## src/rtl/serial_rx_pkg.sv

```systemverilog
// Shared types and sizing helpers for the serial byte receiver.
package serial_rx_pkg;

  typedef enum logic [2:0] {
    IDLE,
    START,
    DATA,
    STOP,
    BREAK
  } rx_state_t;

  localparam int BITS_PER_BYTE = 8;

  function automatic int cnt_width(input int clks_per_bit);
    return (clks_per_bit > 1) ? $clog2(clks_per_bit) : 1;
  endfunction

endpackage

```

## src/rtl/sync_2ff.sv

```systemverilog
// Generic two-flop synchronizer; RST_VAL sets the value both stages reset to.
module sync_2ff #(
  parameter logic RST_VAL = 1'b1
) (
  input  logic clk,
  input  logic rst_n,
  input  logic d,
  output logic q
);

  logic meta_q;
  logic sync_q;

  always_ff @(posedge clk or negedge rst_n) begin
    if (!rst_n) begin
      meta_q <= RST_VAL;
      sync_q <= RST_VAL;
    end else begin
      meta_q <= d;
      sync_q <= meta_q;
    end
  end

  assign q = sync_q;

endmodule

```

## src/rtl/serial_byte_receiver.sv

```systemverilog
// Serial RX front end: start/stop framing, LSB-first assembly, one-entry
// valid/ready holding register with framing-error and overrun pulses.
//
//   state | meaning
//   IDLE  | line idle, waiting for a low level (start edge)
//   START | timing to mid start bit to reject glitches
//   DATA  | sampling 8 data bits at mid-bit
//   STOP  | sampling stop bit; deliver byte or flag framing error
//   BREAK | line stuck low after a bad stop; wait for it to go high
module serial_byte_receiver
  import serial_rx_pkg::*;
#(
  parameter int CLKS_PER_BIT = 16
) (
  input  logic       CLK,
  input  logic       nRST,
  input  logic       RX,
  output logic [7:0] BYTE_OUT,
  output logic       BYTE_VALID,
  input  logic       BYTE_READY,
  output logic       FRAME_ERR,
  output logic       OVERRUN
);

  localparam int CW = cnt_width(CLKS_PER_BIT);
  localparam logic [CW-1:0] CNT_HALF = CW'(CLKS_PER_BIT / 2 - 1);
  localparam logic [CW-1:0] CNT_FULL = CW'(CLKS_PER_BIT - 1);
  localparam logic [2:0]    LAST_BIT = 3'(BITS_PER_BYTE - 1);

  logic rx_s;

  rx_state_t                state_q, state_d;
  logic [CW-1:0]            cnt_q, cnt_d;
  logic [2:0]               bit_idx_q, bit_idx_d;
  logic [BITS_PER_BYTE-1:0] sr_q, sr_d;
  logic [BITS_PER_BYTE-1:0] byte_q, byte_d;
  logic                     valid_q, valid_d;
  logic                     frame_err_q, frame_err_d;
  logic                     overrun_q, overrun_d;
  logic                     deliver;

  sync_2ff #(.RST_VAL(1'b1)) u_rx_sync (
    .clk   (CLK),
    .rst_n (nRST),
    .d     (RX),
    .q     (rx_s)
  );

  always_comb begin
    state_d     = state_q;
    cnt_d       = cnt_q + 1'b1;
    bit_idx_d   = bit_idx_q;
    sr_d        = sr_q;
    deliver     = 1'b0;
    frame_err_d = 1'b0;

    case (state_q)
      IDLE: begin
        cnt_d = '0;
        if (!rx_s) state_d = START;
      end
      START: begin
        if (cnt_q == CNT_HALF) begin
          cnt_d = '0;
          if (!rx_s) begin
            state_d   = DATA;
            bit_idx_d = '0;
          end else begin
            state_d = IDLE;
          end
        end
      end
      DATA: begin
        if (cnt_q == CNT_FULL) begin
          cnt_d = '0;
          sr_d  = {rx_s, sr_q[BITS_PER_BYTE-1:1]};
          if (bit_idx_q == LAST_BIT) state_d = STOP;
          else bit_idx_d = bit_idx_q + 3'd1;
        end
      end
      STOP: begin
        if (cnt_q == CNT_FULL) begin
          cnt_d = '0;
          if (rx_s) begin
            deliver = 1'b1;
            state_d = IDLE;
          end else begin
            frame_err_d = 1'b1;
            state_d     = BREAK;
          end
        end
      end
      BREAK: begin
        // No start detection here: the line must return high first.
        if (rx_s) state_d = IDLE;
      end
      default: state_d = IDLE;
    endcase
  end

  always_comb begin
    byte_d    = byte_q;
    valid_d   = valid_q & ~BYTE_READY;
    overrun_d = 1'b0;
    if (deliver) begin
      // Same-cycle accept frees the slot, so the new byte may load.
      if (!valid_q || BYTE_READY) begin
        byte_d  = sr_q;
        valid_d = 1'b1;
      end else begin
        overrun_d = 1'b1;
      end
    end
  end

  always_ff @(posedge CLK or negedge nRST) begin
    if (!nRST) begin
      state_q     <= IDLE;
      cnt_q       <= '0;
      bit_idx_q   <= '0;
      sr_q        <= '0;
      byte_q      <= '0;
      valid_q     <= 1'b0;
      frame_err_q <= 1'b0;
      overrun_q   <= 1'b0;
    end else begin
      state_q     <= state_d;
      cnt_q       <= cnt_d;
      bit_idx_q   <= bit_idx_d;
      sr_q        <= sr_d;
      byte_q      <= byte_d;
      valid_q     <= valid_d;
      frame_err_q <= frame_err_d;
      overrun_q   <= overrun_d;
    end
  end

  assign BYTE_OUT   = byte_q;
  assign BYTE_VALID = valid_q;
  assign FRAME_ERR  = frame_err_q;
  assign OVERRUN    = overrun_q;

endmodule
```

## config.mk

```make
export PLATFORM = sky130hd
export DESIGN_NAME = serial_byte_receiver
export DESIGN_NICKNAME = d
export VERILOG_FILES = /design/src/rtl/serial_rx_pkg.sv /design/src/rtl/sync_2ff.sv /design/src/rtl/serial_byte_receiver.sv
export SDC_FILE = /design/constraint.sdc
export NUM_CORES = 1
export LEC_CHECK = 0
export CORE_MARGIN = 1.5
export CORE_UTILIZATION = 49
export DETAILED_ROUTE_END_ITERATION = 6
export PLACE_DENSITY = 0.74
export SETUP_SLACK_MARGIN = 0.15
export SYNTH_ARGS = -nofsm -noshare
export SYNTH_HDL_FRONTEND = slang
export SYNTH_SLANG_ARGS = --single-unit
```

## constraint.sdc

```tcl
create_clock -name CLK -period 1.7 [get_ports CLK]
set_input_delay 0.17 -clock CLK [delete_from_list [all_inputs] [get_ports CLK]]
set_output_delay 0.17 -clock CLK [all_outputs]
set_load 0.1 [all_outputs]
```

# Word-level counts from Yosys, hierarchy flattened
# Cells that the tools add are included.
[op_classes]
n_addsub = 2
n_eq_ne = 15
n_mux = 27
bitwise_logic = 2
n_reduce_logical = 9
[op_table]
columns = ["op", "n"]
rows = [
  ["$mux 3", 11],
  ["$pmux 3 s5", 1],
  ["$ne 2x2->1 const B", 7],
  ["$pmux 4 s3", 1],
  ["$mux 1", 10],
  ["$mux 4", 2],
  ["$eq 3x2->1 const B", 2],
  ["$eq 3x3->1 const B", 2],
  ["$pmux 3 s2", 1],
  ["$reduce_and 6->1", 1],
  ["$reduce_and 5->1", 1],
  ["$add 4x1->4 const B", 1],
  ["$eq 4x3->1 const B", 1],
  ["$eq 4x4->1 const B", 1],
  ["$reduce_and 2->1", 2],
  ["$add 3x1->3 const B", 1],
  ["$eq 3x1->1 const B", 1],
  ["$logic_not 3->1", 1],
  ["$mux 2", 1],
  ["$ne 2x1->1 const B", 1],
  ["$reduce_bool 2->1", 1],
  ["$reduce_or 2->1", 1],
  ["$and 1x1->1", 1],
  ["$logic_not 1->1", 1],
  ["2 further kinds", 2],
]
[totals]
regBits = 31
in_bits = 4
out_inout_bits = 11

# Longest topological paths before layout
# Gate-level depths: netlist of the first run.
[depth]
word_depth = 4
mapped_depth = 6
depth_no_buf = 6

# Modules after synthesis
# From an unflattened synthesis of the first run, not the netlist that was laid out.
[hier_totals]
hier_cells = 100
area_unflattened_um2 = 1338.8
[by_module_without_submodules]
columns = ["module", "n_inst", "cells_per_inst", "area_per_inst_um2", "seq_area_each_um2"]
rows = [
  ["serial_byte_receiver", 1, 98, 1286.2, 725.7],
  ["sync_2ff", 1, 2, 52.6, 52.6],
]

# Worst setup path after synthesis of the first run
# OpenSTA, ideal clock, no wires.
[synth_path]
path_kind = "register -> register"
from = "register valid_q (netlist: BYTE_VALID)"
to = "register byte_q[0] (netlist: BYTE_OUT[0])"
setup_time_ps = 126
arrival_ps = 1653
required_time_ps = 1574
path_slack_ps = -79
path_stages_with_launch = 4
period_less_slack_ps = 1779
cell_sequence = "dfrtp_1 nand2b_1 nand3_2 mux2_2"
[synth_between]
elab_chain_cells = 3
[synth_lines]
columns = ["element", "line_no", "source"]
rows = [
  ["from (decl)", "serial_byte_receiver.sv:37", "logic valid_q, valid_d;"],
  ["from (signal assigned)", "serial_byte_receiver.sv:132", "valid_q <= valid_d;"],
  ["$logic_not 1->1", "serial_byte_receiver.sv:107", "if (!valid_q || BYTE_READY) begin"],
  ["$logic_or 1x1->1", "serial_byte_receiver.sv:107", ""],
  ["$reduce_and 2->1 (no line)", "--", ""],
  ["to (signal assigned)", "serial_byte_receiver.sv:131", "byte_q <= byte_d;"],
  ["to (decl)", "serial_byte_receiver.sv:36", "logic [BITS_PER_BYTE-1:0] byte_q, byte_d;"],
]
# No other way between the ends.
# A chain may end at the register's enable or synchronous reset.

# Final worst setup path of the first run
[layout_path]
from = "register bit_idx_q[0]"
to = "register bit_idx_q[1]"
[layout_between]
elab_chain_cells = 4
elab_cells_between_ends = 7
[layout_lines]
columns = ["element", "line_no", "source"]
rows = [
  ["from (decl)", "serial_byte_receiver.sv:34", "logic [2:0] bit_idx_q, bit_idx_d;"],
  ["from (signal assigned)", "serial_byte_receiver.sv:129", "bit_idx_q <= bit_idx_d;"],
  ["$add 3x1->3", "serial_byte_receiver.sv:78", "else bit_idx_d = bit_idx_q + 3'd1;"],
  ["$mux 3", "serial_byte_receiver.sv:77", "if (bit_idx_q == LAST_BIT) state_d = STOP;"],
  ["$mux 3", "serial_byte_receiver.sv:74", "if (cnt_q == CNT_FULL) begin"],
  ["$pmux 3 s2", "serial_byte_receiver.sv:57", "case (state_q)"],
]
# Parallel ways exist; a longest one is shown, timed or not. The select of a mux whose other input is x is not followed.

==> impl_metrics.py, run 1 <==
metrics = {
    "die": {
        "io-pin-count": 15,
        "chipHeight_um": 55.37,
        "die_x_um": 55.37,
        "initial_utilization_pct": 52.80,
        "coreArea_mm2": 0.002545,
        "placementRows": 18,
        "fp.dieArea_mm2": 0.003066,
    },
    "detailed_routing": {
        "number_of_antenna_violating_nets_in_the_routed_design": 0,
        "met1_length_um": 979,
        "topRoutingLayerUsed": "met4",
        "drc": 0,
        "initialDrtViolationCount": 11,
        "total_via_count_in_the_routed_design": 875,
        "routed_wire_length_per_instance_um": 14.13,
        "drt_pre_antenna_iters": 4,
        "dr_wl_met3_um": 97,
        "route.detailed.vias_per_inst": 5.335,
        "drt-total-wl_um": 2317,
        "met2WireLength_um": 1200,
    },
    "global_routing": {
        "gr-total-overflow": 0,
        "initial_antenna_violation_count": 0,
        "grt_pass1_vias": 951,
        "grt_first_pass_wirelength_um": 4181,
        "grt_start_max_net_pins": 32,
        "grt.total_usage_pct": 17.59,
    },
    "final_layout": {
        "mostFrequentLayoutCells": "buf_4, dfrtp_1, mux2_4, mux2_2, nor2_1",
        "drive_gt1_share_pct": 54.48,
        "nFillCells": 195,
        "finish.instance_area_mm2": 0.001788,
        "number_of_nets_in_the_layout": 140,
        "syn2layout_area_growth_pct": 33.05,
        "layout.cells.most_common": "buf_4",
        "antenna_cells_inserted": 0,
    },
    "placed_design": {
        "place_hpwl_um": 1512,
        "routabilityCongestion": 0.7886,
        "place_area_mm2": 0.001544,
        "portBuffers": 14,
    },
    "power_and_ir_drop": {
        "pwr_total_mw": 2.126,
        "power_per_cell_area_mw_per_mm2": 1189,
        "irDropWorstVdd_uv": 1303,
        "power.leakage_nw": 0.8699,
    },
    "sta": {
        "timing.max_slew.rel_slack_pct": 75.13,
        "layout_min_cycle_time_ps": 1650,
        "worst-slew-pin-transition_ps": 373.0,
        "fin_tns_setup_ps": 0,
        "min_period_over_period_pct": 97.05,
        "whs_ps": 222.1,
        "fmax_mhz": 606.1,
        "clk_skew_ps": 9.366,
        "final-max-slew-violation-count": 0,
        "final-hold-violation-count": 0,
        "final-setup-viol-count": 0,
        "rsz0062_at_grt": "true",
    },
    "clock_tree": {
        "clock_sink_count": 31,
        "cts_tree": "done",
        "clk_pin_slew_worst_paths_ps": 100,
        "worst_skew_pair.late_latency_ps": 320,
        "cts-buffers-inserted": 5,
        "cts_root_buffer": "clkbuf_4",
        "clock_tree.htree_level_count": 2,
        "clk_path_buf_depth": 2,
    },
    "worst_setup_path": {
        "critPathCaptureType": "flop",
        "critical_path.max_fanout": 3,
        "critPathLaunchType": "flop",
        "worstPathCellList": "ha_2, ha_4, nor2_4, a21oi_2, a311oi_2, buf_4, mux2_4",
        "crit_arrival_ps": 1860,
        "worst_ep_required_time_ps": 1910,
        "timing_worst_setup_path_type": "flop to flop",
        "regToRegStartpoint": "bit_idx_q[0]$_DFFE_PN0P_",
        "reg2reg_setup_slack_ps": 50,
        "rr_endpoint": "bit_idx_q[1]$_DFFE_PN0P_",
        "worst_setup_path_startpoint": "bit_idx_q[0]$_DFFE_PN0P_",
        "slowest_delay_ps": 400,
        "reg2reg_depth": 7,
        "crit_path_top_delay_cell": "dfrtp_1",
    },
    "yosys": {
        "syn-instance-count": 101,
        "synth_fp_nets": 108,
        "ys_seq_area_share_pct": 57.91,
        "synth.avg_cell_area_um2": 13.30,
        "ys_ff_latch": 31,
        "post_synth_num_cell_types": 31,
        "yosys_most_used_dff": "dfrtp_1",
        "synth-edff-count": 0,
        "synth_async_sr_flop_share_pct": 100.0,
        "synth_area_mm2": 0.001344,
        "ys.warnings.count": 0,
    },
    "worst_hold_path": {
        "timing.hold.worst.class": "input port to asynchronous set/reset pin",
    },
    "flow_run": {
        "timing.max_cap.violations": 0,
    },
    "run_status": {
        "outcome": "finished, final reports clean",
    },
}
## power by group
group / total (mW) / internal, mW / switching (mW) / leakage (nW)
clock network: 0.588 / 0.347 / 0.240 / 0.0482
registers: 0.958 / 0.828 / 0.130 / 0.408
logic: 0.580 / 0.309 / 0.271 / 0.414
total: 2.13 / 1.48 / 0.642 / 0.870
## synth_stat cells, types with 2 or more instances
| cell | count | area (µm²) |
|---|---|---|
| dfrtp_1 | 29 | 725.7 |
| mux2_2 | 18 | 202.7 |
| nor2_1 | 8 | 30.03 |
| a21oi_1 | 4 | 20.02 |
| ha_1 | 3 | 37.54 |
| nor2b_1 | 3 | 18.77 |
| nor3b_1 | 3 | 22.52 |
| a211oi_1 | 2 | 15.01 |
| and3_2 | 2 | 15.01 |
| buf_2 | 2 | 10.01 |
| buf_6 | 2 | 22.52 |
| dfstp_2 | 2 | 52.55 |
| nand2_1 | 2 | 7.510 |
| nand2b_1 | 2 | 12.51 |
| nand3_2 | 2 | 20.02 |
| nor3_1 | 2 | 10.01 |
## kinds of logic after synthesis
logic type | count (synthesis) | share of synthesized area [%]
compound gates | 9 | 4.935
xor+xnor | 2 | 1.304
fa+ha+maj | 3 | 2.794
buf+inv | 6 | 2.979
flops | 31 | 57.91
mux | 19 | 15.83
simple gates | 31 | 14.25
## final cells by class
cell class                 count  area (µm²)  share of cell area, %
sequential                    31       783.3                  43.81
multi-input combinational     64       640.6                  35.83
timing repair buffer          30       236.5                  13.23
clock buffer                   6       51.30                  2.869
tap                           30       37.54                  2.099
clock inverter                 2       35.03                  1.959
inverter                       1       3.754                 0.2099
## critical path, delay by kind of cell, from the launching register on
family | cells | cell delay (ps)
compound gates | 2 | 250
buf+inv | 1 | 170
simple gates | 1 | 70
flops | 1 | 400
fa+ha+maj | 2 | 350
mux | 1 | 290
## stage by stage
stage          util (%)  std cells  worst slack (ps)
4_1_cts           67.70        162             8.300
6_report          70.26        164             50.19
2_1_floorplan         -        101             94.78
3_5_place_dp      60.67        147            -25.58
3_3_place_gp      60.67        147             44.44
5_1_grt           70.26        164            -13.99
## layer usage
layer / GRT usage (%) / up-vias
met4: 7.317 / 0
met3: 6.792 / 4
li1: - / 421
met5: 0 / -
met2: 29.08 / 15
met1: 20.34 / 435
## flip-flops by register name (all words and copies together), names as in the netlist
register          cells
BYTE_OUT              8
u_rx_sync.q           1
bit_idx_q             3
FRAME_ERR             1
state_q               3
BYTE_VALID            1
sr_q                  8
OVERRUN               1
u_rx_sync.meta_q      1
cnt_q                 4
## worst max path at each step
| stage | depth (start not counted) | to |
|---|---|---|
| 3_3_place_gp | 5 | bit_idx_q[2]$_DFFE_PN0P_ |
| 2_1_floorplan | 6 | bit_idx_q[1]$_DFFE_PN0P_ |
| 6_report | 7 | bit_idx_q[1]$_DFFE_PN0P_ |
| 5_1_grt | 7 | bit_idx_q[2]$_DFFE_PN0P_ |
| 3_5_place_dp | 6 | bit_idx_q[1]$_DFFE_PN0P_ |
| 4_1_cts | 7 | bit_idx_q[1]$_DFFE_PN0P_ |
## timing repair
item                       4_1_cts  5_1_grt
setup endpoints to repair       18       19
resized for setup               10       13
buffers inserted                 7        2
hold buffers                     0        0
pin swaps                        5        3
(Power assumes the default switching activity.)
==> run 2: changes to the inputs <==
- GPL_TIMING_DRIVEN: default -> 1
==> results of run 2 <==
Same layout as run 1: the final DEF is identical, and so are final timing and power.
==> run 3: changes to the inputs <==
- CELL_PAD_IN_SITES_DETAIL_PLACEMENT: default -> 1
- CELL_PAD_IN_SITES_GLOBAL_PLACEMENT: default -> 1
- CORE_ASPECT_RATIO: default -> 0.75
- CORE_UTILIZATION: 49 -> 40
- PLACE_DENSITY: 0.74 -> default
- PLACE_DENSITY_LB_ADDON: default -> 0.1
- RECOVER_POWER: default -> 100
==> impl_metrics.py, run 3 (synthesis results as in run 1) <==
metrics = {
    "worst_setup_path": {
        "reg2reg_depth": 7,
        "critPathCaptureType": "flop",
        "crit_family": "flip-flops",
        "slowest_delay_ps": 390,
        "critPathLaunchType": "flop",
        "cp_num_cells": 7,
        "path_buf_inv": 1,
        "crit_path_top_delay_cell": "dfrtp_1",
        "worst_ep_required_time_ps": 1860,
        "critical_path.max_fanout": 3,
        "crit_arrival_ps": 1820,
        "worstPathCellList": "ha_2, ha_4, nor2_4, a21oi_2, a311oi_2, buf_4, mux2_4",
        "timing_worst_setup_path_type": "flop to flop",
    },
    "power_and_ir_drop": {
        "power.leakage_nw": 0.8631,
        "power_per_cell_area_mw_per_mm2": 1185,
        "irDropWorstVdd_uv": 665.2,
    },
    "flow_run": {
        "timing.max_cap.violations": 0,
    },
    "detailed_routing": {
        "drt_pre_antenna_iters": 3,
        "route.detailed.vias_per_inst": 5.046,
        "routed_wire_length_per_instance_um": 16.72,
        "drc": 0,
        "topRoutingLayerUsed": "met4",
        "total_via_count_in_the_routed_design": 878,
        "met1_length_um": 1366,
        "number_of_antenna_violating_nets_in_the_routed_design": 0,
        "initialDrtViolationCount": 11,
        "dr_wl_met3_um": 93,
        "drt-total-wl_um": 2910,
        "met2WireLength_um": 1434,
    },
    "die": {
        "die_x_um": 69.93,
        "io-pin-count": 15,
        "coreArea_mm2": 0.003243,
        "fp.dieArea_mm2": 0.003720,
        "initial_utilization_pct": 41.44,
        "placementRows": 18,
        "chipHeight_um": 53.20,
    },
    "clock_tree": {
        "postCtsHoldBufs": 0,
        "clk_pin_slew_worst_paths_ps": 60,
        "clock_sink_count": 31,
        "clock_tree.htree_level_count": 2,
        "cts-buffers-inserted": 5,
        "clk_path_buf_depth": 2,
        "cts_tree": "done",
        "cts_root_buffer": "clkbuf_8",
        "worst_skew_pair.late_latency_ps": 280,
    },
    "sta": {
        "final-max-slew-violation-count": 0,
        "layout_min_cycle_time_ps": 1660,
        "worst-slew-pin-transition_ps": 763.5,
        "fmax_mhz": 602.5,
        "min_period_over_period_pct": 97.64,
        "rsz0062_at_grt": "true",
        "final-hold-violation-count": 0,
        "clk_skew_ps": 3.438,
        "timing.max_slew.rel_slack_pct": 49.10,
        "final-setup-viol-count": 0,
    },
    "placed_design": {
        "place_hpwl_um": 1833,
        "placed_cells_incl_taps": 158,
        "routabilityCongestion": 0.7439,
        "portBuffers": 14,
    },
    "global_routing": {
        "gr-total-overflow": 0,
        "grt_first_pass_wirelength_um": 4554,
        "initial_antenna_violation_count": 0,
        "grt_start_max_net_pins": 32,
        "grt.total_usage_pct": 16.48,
        "grt_pass1_vias": 898,
    },
    "final_layout": {
        "layout.cells.most_common": "dfrtp_1",
        "drive_gt1_share_pct": 53.73,
        "fin_util_pct": 55.56,
        "number_of_nets_in_the_layout": 140,
        "mostFrequentLayoutCells": "dfrtp_1, buf_4, mux2_2, mux2_4, nor2_1",
        "syn2layout_area_growth_pct": 34.08,
        "finish.cell_count_without_fillers": 174,
        "antenna_cells_inserted": 0,
    },
    "worst_hold_path": {
        "timing.hold.worst.class": "flop to flop",
        "timing.hold.worst_path_depth": 0,
    },
    "run_status": {
        "outcome": "finished, final reports clean",
    },
}
==> run 3: cell types whose count changed in the layout (fill, tap and decap cells not counted), moves of 2 or more <==
cell	delta
clkbuf_4	-5
clkbuf_8	+4
buf_4	-2
clkbuf_1	+2
clkdlybuf4s50_1	-2
dlygate4sd3_1	+2
==> run 3: area by class of cell <==
class                   count  area (µm²)
fillers                   336        1441
flip-flops and latches     31       783.3
multi-input cells          64       641.9
repair buffers             30       241.5
clock buffers               7       76.32
well taps                  40       50.05
clock inverters             1       5.005
inverters                   1       3.754
==> run 3: timing repair <==
action	4_1_cts	5_1_grt
buffers inserted	4	4
pin swaps	6	4
endpoints found under the setup margin	18	19
endpoints found under the hold margin	0	0
gates resized for setup	10	14
==> run 3: path summary, 6_finish.rpt <==
path	from	slack (ps)	endpoint
setup reg to reg	bit_idx_q[1]$_DFFE_PN0P_	40	bit_idx_q[2]$_DFFE_PN0P_
hold / removal	u_rx_sync.meta_q$_DFF_PN1_	370	u_rx_sync.q$_DFF_PN1_
setup / recovery	bit_idx_q[1]$_DFFE_PN0P_	40	bit_idx_q[2]$_DFFE_PN0P_
hold reg to reg	u_rx_sync.meta_q$_DFF_PN1_	370	u_rx_sync.q$_DFF_PN1_
max in group asynchronous	nRST	680	state_q[0]$_DFFE_PN0P_
min in group asynchronous	nRST	490	cnt_q[3]$_DFF_PN0_
==> run 3: worst register-to-register path: cells and delay by family, from the launching register on <==
kind	cells	cell delay, ps
flip-flops	1	390
AND/OR/NAND/NOR	1	70
AO/OA/AOI/OAI	2	250
buffers and inverters	1	170
adder cells (fa/ha/maj)	2	360
multiplexers	1	300
==> run 3: metal layers <==
layer | track usage (%) | vias up
met5 | 0 | -
met4 | 5.769 | 0
met3 | 4.762 | 2
met2 | 27.78 | 14
met1 | 20.58 | 445
li1 | - | 417
==> run 3: stage by stage <==
step / cell area [µm²] / setup WS (ps) / hold slack, ps / power [mW] / setup TNS, ps
finish: 1802 / 40.13 / 365.2 / 2.135 / 0
global route: 1802 / -10.06 / 372.4 / 2.279 / -17.23
CTS: 1715 / 0.8398 / 288.9 / 2.060 / 0
detailed placement: 1564 / -36.11 / 357.1 / 1.453 / -68.40
global placement: 1564 / 43.88 / 348.0 / 1.419 / 0
floorplan: 1378 / 94.78 / -125.6 / 1.307 / 0
==> run 3: report_power, final <==
| part | switching [mW] | internal (mW) |
|---|---|---|
| clock network | 0.257 | 0.287 |
| logic | 0.296 | 0.326 |
| registers | 0.140 | 0.830 |
